`config.mk`:
```
export PLATFORM = sky130hd
export DESIGN_NAME = muldiv_seq
export DESIGN_NICKNAME = d
export VERILOG_FILES = /design/src/rtl/muldiv_seq.sv
export SDC_FILE = /design/constraint.sdc
export NUM_CORES = 1
export LEC_CHECK = 0
export CAP_MARGIN = 0
export CELL_PAD_IN_SITES_DETAIL_PLACEMENT = 1
export CELL_PAD_IN_SITES_GLOBAL_PLACEMENT = 1
export CORE_MARGIN = 2
export CORE_UTILIZATION = 40
export CTS_BUF_LIST = sky130_fd_sc_hd__clkbuf_8
export DETAILED_ROUTE_END_ITERATION = 7
export HOLD_SLACK_MARGIN = 0.06
export PLACE_DENSITY = 0.9
export SYNTH_ARGS = -nofsm -noshare
export SYNTH_HDL_FRONTEND = slang
export SYNTH_SLANG_ARGS = --single-unit
```
`constraint.sdc`:
```
create_clock -name clk -period 2.6 [get_ports clk]
set_input_delay 0.78 -clock clk [delete_from_list [all_inputs] [get_ports clk]]
set_output_delay 0.78 -clock clk [all_outputs]
set_load 0.005 [all_outputs]
```
`src/rtl/muldiv_seq.sv`:
```
// Sequential multiplier/divider: one result bit per cycle over WIDTH cycles,
// shift-add multiply and restoring divide on operand magnitudes, signs applied at the end.
module muldiv_seq #(
    parameter int WIDTH = 16
) (
    input  logic             clk,
    input  logic             rst,
    input  logic             halt_sys,
    input  logic             start,
    input  logic [1:0]       op,
    input  logic [WIDTH-1:0] a,
    input  logic [WIDTH-1:0] b,
    output logic             busy,
    output logic             done,
    output logic [WIDTH-1:0] result_lo,
    output logic [WIDTH-1:0] result_hi,
    output logic             div0,
    output logic             overflow
);

    localparam logic [1:0] S_IDLE = 2'd0;
    localparam logic [1:0] S_CALC = 2'd1;
    localparam logic [1:0] S_FIX  = 2'd2;
    localparam logic [1:0] S_DONE = 2'd3;

    localparam int               LAST      = WIDTH - 1;
    localparam logic [WIDTH-1:0] LAST_ITER = LAST[WIDTH-1:0];
    localparam logic [WIDTH-1:0] ZERO_W    = {WIDTH{1'b0}};
    localparam logic [WIDTH-1:0] ONES_W    = {WIDTH{1'b1}};
    localparam logic [WIDTH-1:0] ONE_W     = {{(WIDTH-1){1'b0}}, 1'b1};
    localparam logic [WIDTH-1:0] MIN_NEG   = {1'b1, {(WIDTH-1){1'b0}}};

    function automatic logic [WIDTH-1:0] neg_w(input logic [WIDTH-1:0] x);
        return ~x + ONE_W;
    endfunction

    function automatic logic [2*WIDTH-1:0] neg_2w(input logic [2*WIDTH-1:0] x);
        return ~x + {{(2*WIDTH-1){1'b0}}, 1'b1};
    endfunction

    logic [1:0]       state_r,    state_s;
    logic [WIDTH-1:0] cnt_r,      cnt_s;
    logic             is_div_r,   is_div_s;
    logic             neg_q_r,    neg_q_s;
    logic             neg_r_r,    neg_r_s;
    logic             ovf_pend_r, ovf_pend_s;
    logic [WIDTH-1:0] dvs_r,      dvs_s;
    logic [WIDTH-1:0] acc_hi_r,   acc_hi_s;
    logic [WIDTH-1:0] acc_lo_r,   acc_lo_s;
    logic             busy_r,     busy_s;
    logic             done_r,     done_s;
    logic [WIDTH-1:0] res_lo_r,   res_lo_s;
    logic [WIDTH-1:0] res_hi_r,   res_hi_s;
    logic             div0_r,     div0_s;
    logic             ovf_r,      ovf_s;

    logic             sgn_s;
    logic             neg_a_s;
    logic             neg_b_s;
    logic [WIDTH-1:0] mag_a_s;
    logic [WIDTH-1:0] mag_b_s;
    logic [WIDTH:0]   sum_s;
    logic [WIDTH:0]   shifted_s;
    logic [2*WIDTH-1:0] prod_s;

    // Operand magnitudes and per-iteration datapath terms
    always_comb begin
        sgn_s     = op[0];
        neg_a_s   = sgn_s & a[WIDTH-1];
        neg_b_s   = sgn_s & b[WIDTH-1];
        mag_a_s   = neg_a_s ? neg_w(a) : a;
        mag_b_s   = neg_b_s ? neg_w(b) : b;
        sum_s     = {1'b0, acc_hi_r} + (acc_lo_r[0] ? {1'b0, dvs_r} : {1'b0, ZERO_W});
        shifted_s = {acc_hi_r, acc_lo_r[WIDTH-1]};
        prod_s    = neg_q_r ? neg_2w({acc_hi_r, acc_lo_r}) : {acc_hi_r, acc_lo_r};
    end

    // Next-state, iteration and result update
    always_comb begin
        state_s    = state_r;
        cnt_s      = cnt_r;
        is_div_s   = is_div_r;
        neg_q_s    = neg_q_r;
        neg_r_s    = neg_r_r;
        ovf_pend_s = ovf_pend_r;
        dvs_s      = dvs_r;
        acc_hi_s   = acc_hi_r;
        acc_lo_s   = acc_lo_r;
        res_lo_s   = res_lo_r;
        res_hi_s   = res_hi_r;
        div0_s     = div0_r;
        ovf_s      = ovf_r;
        case (state_r)
            S_IDLE: begin
                if (start) begin
                    cnt_s      = ZERO_W;
                    is_div_s   = op[1];
                    neg_q_s    = neg_a_s ^ neg_b_s;
                    neg_r_s    = neg_a_s;
                    ovf_pend_s = (op == 2'b11) && (a == MIN_NEG) && (b == ONES_W);
                    div0_s     = 1'b0;
                    ovf_s      = 1'b0;
                    acc_hi_s   = ZERO_W;
                    if (op[1] && (b == ZERO_W)) begin
                        // Divide by zero bypasses the datapath entirely
                        state_s  = S_DONE;
                        res_lo_s = ONES_W;
                        res_hi_s = a;
                        div0_s   = 1'b1;
                    end else if (op[1]) begin
                        state_s  = S_CALC;
                        dvs_s    = mag_b_s;
                        acc_lo_s = mag_a_s;
                    end else begin
                        state_s  = S_CALC;
                        dvs_s    = mag_a_s;
                        acc_lo_s = mag_b_s;
                    end
                end else begin
                    state_s = S_IDLE;
                end
            end
            S_CALC: begin
                if (is_div_r) begin
                    // Restoring step: remainder in acc_hi, quotient bits shift into acc_lo
                    if (shifted_s >= {1'b0, dvs_r}) begin
                        acc_hi_s = shifted_s[WIDTH-1:0] - dvs_r;
                        acc_lo_s = {acc_lo_r[WIDTH-2:0], 1'b1};
                    end else begin
                        acc_hi_s = shifted_s[WIDTH-1:0];
                        acc_lo_s = {acc_lo_r[WIDTH-2:0], 1'b0};
                    end
                end else begin
                    acc_hi_s = sum_s[WIDTH:1];
                    acc_lo_s = {sum_s[0], acc_lo_r[WIDTH-1:1]};
                end
                cnt_s = cnt_r + ONE_W;
                if (cnt_r == LAST_ITER) begin
                    state_s = S_FIX;
                end else begin
                    state_s = S_CALC;
                end
            end
            S_FIX: begin
                if (is_div_r) begin
                    res_lo_s = neg_q_r ? neg_w(acc_lo_r) : acc_lo_r;
                    res_hi_s = neg_r_r ? neg_w(acc_hi_r) : acc_hi_r;
                    ovf_s    = ovf_pend_r;
                end else begin
                    res_lo_s = prod_s[WIDTH-1:0];
                    res_hi_s = prod_s[2*WIDTH-1:WIDTH];
                end
                state_s = S_DONE;
            end
            S_DONE: begin
                state_s = S_IDLE;
            end
            default: begin
                state_s = S_IDLE;
            end
        endcase
        busy_s = (state_s != S_IDLE);
        done_s = (state_s == S_DONE);
    end

    // State and output registers; halt_sys freezes everything, reset overrides halt
    always_ff @(posedge clk) begin
        if (!rst) begin
            state_r    <= S_IDLE;
            cnt_r      <= ZERO_W;
            is_div_r   <= 1'b0;
            neg_q_r    <= 1'b0;
            neg_r_r    <= 1'b0;
            ovf_pend_r <= 1'b0;
            dvs_r      <= ZERO_W;
            acc_hi_r   <= ZERO_W;
            acc_lo_r   <= ZERO_W;
            busy_r     <= 1'b0;
            done_r     <= 1'b0;
            res_lo_r   <= ZERO_W;
            res_hi_r   <= ZERO_W;
            div0_r     <= 1'b0;
            ovf_r      <= 1'b0;
        end else if (!halt_sys) begin
            state_r    <= state_s;
            cnt_r      <= cnt_s;
            is_div_r   <= is_div_s;
            neg_q_r    <= neg_q_s;
            neg_r_r    <= neg_r_s;
            ovf_pend_r <= ovf_pend_s;
            dvs_r      <= dvs_s;
            acc_hi_r   <= acc_hi_s;
            acc_lo_r   <= acc_lo_s;
            busy_r     <= busy_s;
            done_r     <= done_s;
            res_lo_r   <= res_lo_s;
            res_hi_r   <= res_hi_s;
            div0_r     <= div0_s;
            ovf_r      <= ovf_s;
        end
    end

    assign busy      = busy_r;
    assign done      = done_r;
    assign result_lo = res_lo_r;
    assign result_hi = res_hi_r;
    assign div0      = div0_r;
    assign overflow  = ovf_r;

endmodule

```
Word level (Yosys, flattened, before mapping). Cells that the tools add are included.

Input port bits: 38. Register bits: 106. Word-level logic and storage cells: 94. Output and inout port bits: 36.

Reduce and logical (&&, ||, !) cells: 14. Bitwise gates (word level): 10. $add $sub $neg: 8. Equality and inequality tests: 12. Multiplexer cells: 34. Magnitude comparators: 1.

Operators by type and width (count): 16-bit two-way mux (19); 16-bit one-hot mux with 2 select lines (5); 16-bit by 1-bit adder with 16-bit output (second input constant) (5); 16-bit NOT (4); 32-bit by 1-bit adder with 32-bit output (second input constant) (1); 16-bit == test (second input constant) (2); 32-bit two-way mux (1); 32-bit NOT (1); 16-bit by 16-bit adder with 17-bit output (1); 17-bit by 16-bit greater-or-equal comparator with 1-bit output (1); 16-bit by 4-bit == test with 1-bit output (second input constant) (1); 16-bit logical NOT (1); 4-bit AND reduction (4); 16-bit subtractor (1); 2-bit == test (second input constant) (4); 2-bit inequality test (second input constant) (4); 2-bit one-hot mux with 4 select lines (1); 2-bit two-way mux (3); 3-bit AND reduction (2); 2-bit nonzero test (3); 1-bit two-way mux (4); 1-bit logical AND (3); 1-bit bitwise AND (2); 2-bit by 1-bit == test with 1-bit output (second input constant) (1); other kinds (4) (5).

Depth between registers and ports, before layout.
Depth after elaboration: 7. Mapped depth: 11. Mapped depth without buffers: 11.

Worst setup path after synthesis. No wires, ideal clock.

Kind: reg2reg. From: register acc_lo_r[0]. To: register res_hi_r[6], in the netlist result_hi[6]. Library setup time: 70 ps. Data arrival time: 2737 ps. Stages on the path, launching flop included: 11. Required time: 2530 ps. Setup slack: -208 ps. Buffers on the path: 1. Clock period less this slack: 2808 ps. Cells stage by stage: dfxtp_1 inv_1 buf_1 ha_1 or3b_1 or4_4 o21a_4 o41ai_4 xnor2_1 o21ai_1 a21oi_1.

Longest elaborated chain between the ends: 5.

RTL lines: start: declaration (line 49) `logic [WIDTH-1:0] acc_lo_r, acc_lo_s;`; start signal: assignment (line 193) `acc_lo_r <= acc_lo_s;`; 32-bit NOT (line 38) `return ~x + {{(2*WIDTH-1){1'b0}}, 1'b1};`; 32-bit by 1-bit adder with 32-bit output (line 38); 32-bit two-way mux (line 75) `prod_s = neg_q_r ? neg_2w({acc_hi_r, acc_lo_r}) : {acc_hi_r, acc_lo_r};`; 16-bit two-way mux (line 145) `if (is_div_r) begin`; 16-bit one-hot mux with 2 select lines (line 93) `case (state_r)`; end signal: assignment (line 197) `res_hi_r <= res_hi_s;`; end: declaration (line 53) `logic [WIDTH-1:0] res_hi_r, res_hi_s;`.

Every way passes these cells. A chain may end at the register's enable or synchronous reset.

Worst setup path in the final report.
From: input port op[0]. To: register acc_lo_r[8].

Longest elaborated chain between the ends: 6. Elaborated cells between the ends (all ways): 8. Those cells by class: 6 x mux; 2 x bitwise.

RTL lines: start: declaration (line 10) `input logic [1:0] op,`; 1-bit bitwise AND (on tied branches) (line 70, 69); 16-bit two-way mux (on tied branches) (line 72, 71); 16-bit two-way mux * (line 110) `end else if (op[1]) begin`; 16-bit two-way mux * (line 104) `if (op[1] && (b == ZERO_W)) begin`; 16-bit two-way mux * (line 95) `if (start) begin`; 16-bit one-hot mux with 2 select lines * (line 93).

Every way passes the cells marked *; elsewhere a longest branch is shown, timed or not. The select of a mux whose other input is x is not followed.

==> flow_metrics.tcl <==
set metrics [dict create \
    outcome "finished with violations" \
    failed_checks "design-rule violations, negative setup slack" \
    core_area_um2 20100 \
    clk_path_buf_depth 2 \
    setup.worst_path.start_class "input pin" \
    fill_cells 2336 \
    ys_async_sr_fraction 0 \
    clkSlewWorstSetupHoldPaths_ns 0.12 \
    syn_nets 1164 \
    slowest_delay_ns 0.65 \
    number_of_flip_flops_and_latches_in_the_synthesized_netlist 106 \
    drtAntennaViolNets 0 \
    fmax_mhz 327 \
    crit_chain "clkdlybuf4s50_1, nand2_2, buf_4, nor2_1, xnor2_2, nand2_1, o211ai_1, a31oi_1" \
    power_leakage_nw 4.79 \
    detailedPlace.worstSlack_ns -0.799 \
    synthDistinctLibCells 72 \
    nets 1415 \
    slew_headroom 0.344 \
    post_synth.cell_area_avg_um2 7.52 \
    report.power.total_w 0.00502 \
    postLayoutSetupSlackWorst_ns -0.454 \
    antenna_violations_before_repair 5 \
    floorplan.initialDensity 0.406 \
    setup_viols_final 46 \
    tritoncts "yes" \
    stdcell_count 1616 \
    vias_after_detailed_routing 12200 \
    syn-instance-count 1086 \
    timing.final.crit_share 1.17 \
    power-per-cell-area_nw_per_um2 414 \
    detailed_place_hpwl_um 29000 \
    power_frac_comb 0.410 \
    grt_overflow 0 \
    synth_ff_type "sky130_fd_sc_hd__dfxtp_1" \
    fin_setup_tns_ns -5.96 \
    multiInputGateArea_um2 6590 \
    cts_hold_repair.buffers 0 \
    grt_max_degree 45 \
    seq_area_um2 2150 \
    grt_setup_unrepaired "yes" \
    htree_levels 3 \
    cp_data_arrival_time_ns 3.36 \
    clock_power_share 0.239 \
    cpMaxStageDelayCell "sky130_fd_sc_hd__clkdlybuf4s50_1" \
    power.sequential.fraction 0.351 \
    min_clock_period_post_route_ns 3.05 \
    finalHoldWorstSlack_ns 0.481 \
    max_cap_viol_count 0 \
    groute.usage.overall 0.424 \
    worst_ep_required_time_ns 2.91 \
    drc 20 \
    row_count 52 \
    critPathCaptureType "flop" \
    count_of_final_hold_check_violations 0 \
    fp.dieW_um 147 \
    drt_pre_antenna_iters 8 \
    power_report.internal_total_w 0.00287 \
    root_buffer "sky130_fd_sc_hd__clkbuf_8" \
    worstSkewPairLatency_ns 0.48 \
    first_global_vias 11700 \
    final.setup_skew_ns 0.0293 \
    die_height_um 147 \
    io-pin-count 74 \
    power.ir.vdd_worst_mv 0.298 \
    p_sw_frac 0.428 \
    grt_pass1_wl_um 70400 \
    hold_path_class "reg2reg" \
    actual_transition_at_the_worst_max_transition_pin_ns 0.957 \
    critical_path.max_fanout 13 \
    count_of_placed_standard_cells_including_taps 1559 \
    syn_area_um2 8170 \
    wl_per_cell_um 35.6 \
    slew_violations 0 \
    place_congestion 0.995 \
    net-switching-power_w 0.00215 \
    synth_enable_flop_cells 0 \
    layout-area-overhead-vs-synth_pct 48.3 \
    share_of_layout_cells_above_drive_strength_1 0.321 \
    cts_num_sinks 106 \
    postRouteWirelength_um 57500 \
    drt-vias-per-instance 7.57 \
    die_area_um2 21600 \
    critical_path_class "in2reg" \
    synth_sequential_area_ratio 0.260 \
    port_buffers 73 \
    cts-buffers-inserted 9 \
    dr.first_iter.drc_count 2141 \
    synth-warning-count 0 \
]
==> flip-flops by register name, indices dropped and copies added (netlist names), 2 cells and up <==
signal and count:
cnt_r 16, acc_hi_r 16, state_r 2, acc_lo_r 16, dvs_r 16, result_hi 16, result_lo 16
==> power by group through the flow <==
stage	sequential (W)	clock [W]	combinational [W]
after detailed placement	0.00176	0	0.00142
after floorplan	0.00174	0	0.000745
after global routing	0.00176	0.00120	0.00209
after CTS	0.00173	0.00109	0.00147
final	0.00176	0.00120	0.00206
after global placement	0.00176	0	0.00132
==> cells in the mapped netlist, drive strengths merged (7+ instances only) <==
cell / n / area [um2]
a211oi: 10 / 75.1
a21o: 16 / 120
a21oi: 110 / 551
a31oi: 20 / 125
buf: 16 / 88.8
clkbuf: 44 / 165
dfxtp: 106 / 2120
ha: 38 / 475
inv: 44 / 165
mux2: 7 / 78.8
mux2i: 29 / 290
nand2: 103 / 387
nand2b: 11 / 68.8
nand3: 34 / 170
nand4: 14 / 87.6
nor2: 106 / 398
nor2b: 9 / 56.3
nor3: 29 / 145
nor4: 12 / 75.1
o211ai: 27 / 203
o21a: 8 / 68.8
o21ai: 85 / 429
o221a: 8 / 90.1
o221ai: 7 / 61.3
o31ai: 13 / 97.6
or3: 10 / 67.6
or4: 10 / 90.1
xnor2: 53 / 464
xor2: 34 / 298
==> final cells by class <==
class,instances,area share
antenna,4,0.000826
tap,270,0.0279
multi-input combinational,876,0.544
inverter,45,0.0150
clock buffer,9,0.0102
sequential,106,0.178
timing repair buffer,299,0.218
clock inverter,7,0.00589
==> path summary, 6_finish.rpt <==
check / slack [ns] / depth (start not counted) / start / end
hold reg to reg: 0.48 / 2 / result_hi[10] / result_hi[10]
hold / removal: 0.48 / 2 / result_hi[10] / result_hi[10]
setup reg to reg: -0.41 / 9 / acc_lo_r[0] / result_hi[14]
setup / recovery: -0.45 / 8 / op[0] / acc_lo_r[8]
==> cell usage in the layout (no fill, tap or decap), drive strengths merged, types with 5 or more instances in the layout <==
cell type	n
o21a	9
or4	10
mux2	7
a311oi	5
nor2b	9
o21ai	85
clkbuf	12
dfxtp	106
nand4	14
a221oi	6
clkdlybuf4s50	58
o221a	8
o22ai	5
nor4	12
nand2b	11
nor2	106
o211ai	27
nor3	29
a211oi	10
buf	224
ha	38
a21oi	110
a22oi	6
xnor2	53
a21o	16
o31ai	13
or3	10
xor2	34
clkinv	6
mux2i	29
inv	46
and2	6
nand3	34
a31oi	20
nand2	103
o221ai	7
dlymetal6s2s	11
==> worst max-delay path: cells and delay by family <==
family	cells	cell delay, ns
simple gates	3	0.68
compound gates	2	0.84
xor+xnor	1	0.17
buf+inv	2	0.88
==> routing by layer <==
metal / track usage / share of wire
met1: 0.479 / 0.32
met5: 0 / 0.0015
met4: 0.329 / 0.13
met3: 0.124 / 0.13
met2: 0.675 / 0.42
==> through the flow <==
stage | cell area (um2) | utilization
after floorplan | 8190 | -
after global placement | 10500 | 0.521
after detailed placement | 10500 | 0.521
after CTS | 11000 | 0.550
after global routing | 12100 | 0.602
final | 12100 | 0.603
==> cells by family after synthesis <==
| kind of cell | after synthesis | share of synthesized area |
|---|---|---|
| AND/OR/NAND/NOR | 361 | 0.212 |
| buffers and inverters | 105 | 0.0518 |
| XOR/XNOR | 87 | 0.0933 |
| multiplexers | 36 | 0.0452 |
| flip-flops | 106 | 0.260 |
| adder cells (fa/ha/maj) | 40 | 0.0631 |
| AO/OA/AOI/OAI | 351 | 0.275 |
==> what timing repair did <==
item,CTS,global route
resized for setup,67,187
pin swaps,29,68
setup endpoints to repair,78,84
cloned,3,1
buffers inserted,8,25
(Power assumes the default switching activity.)
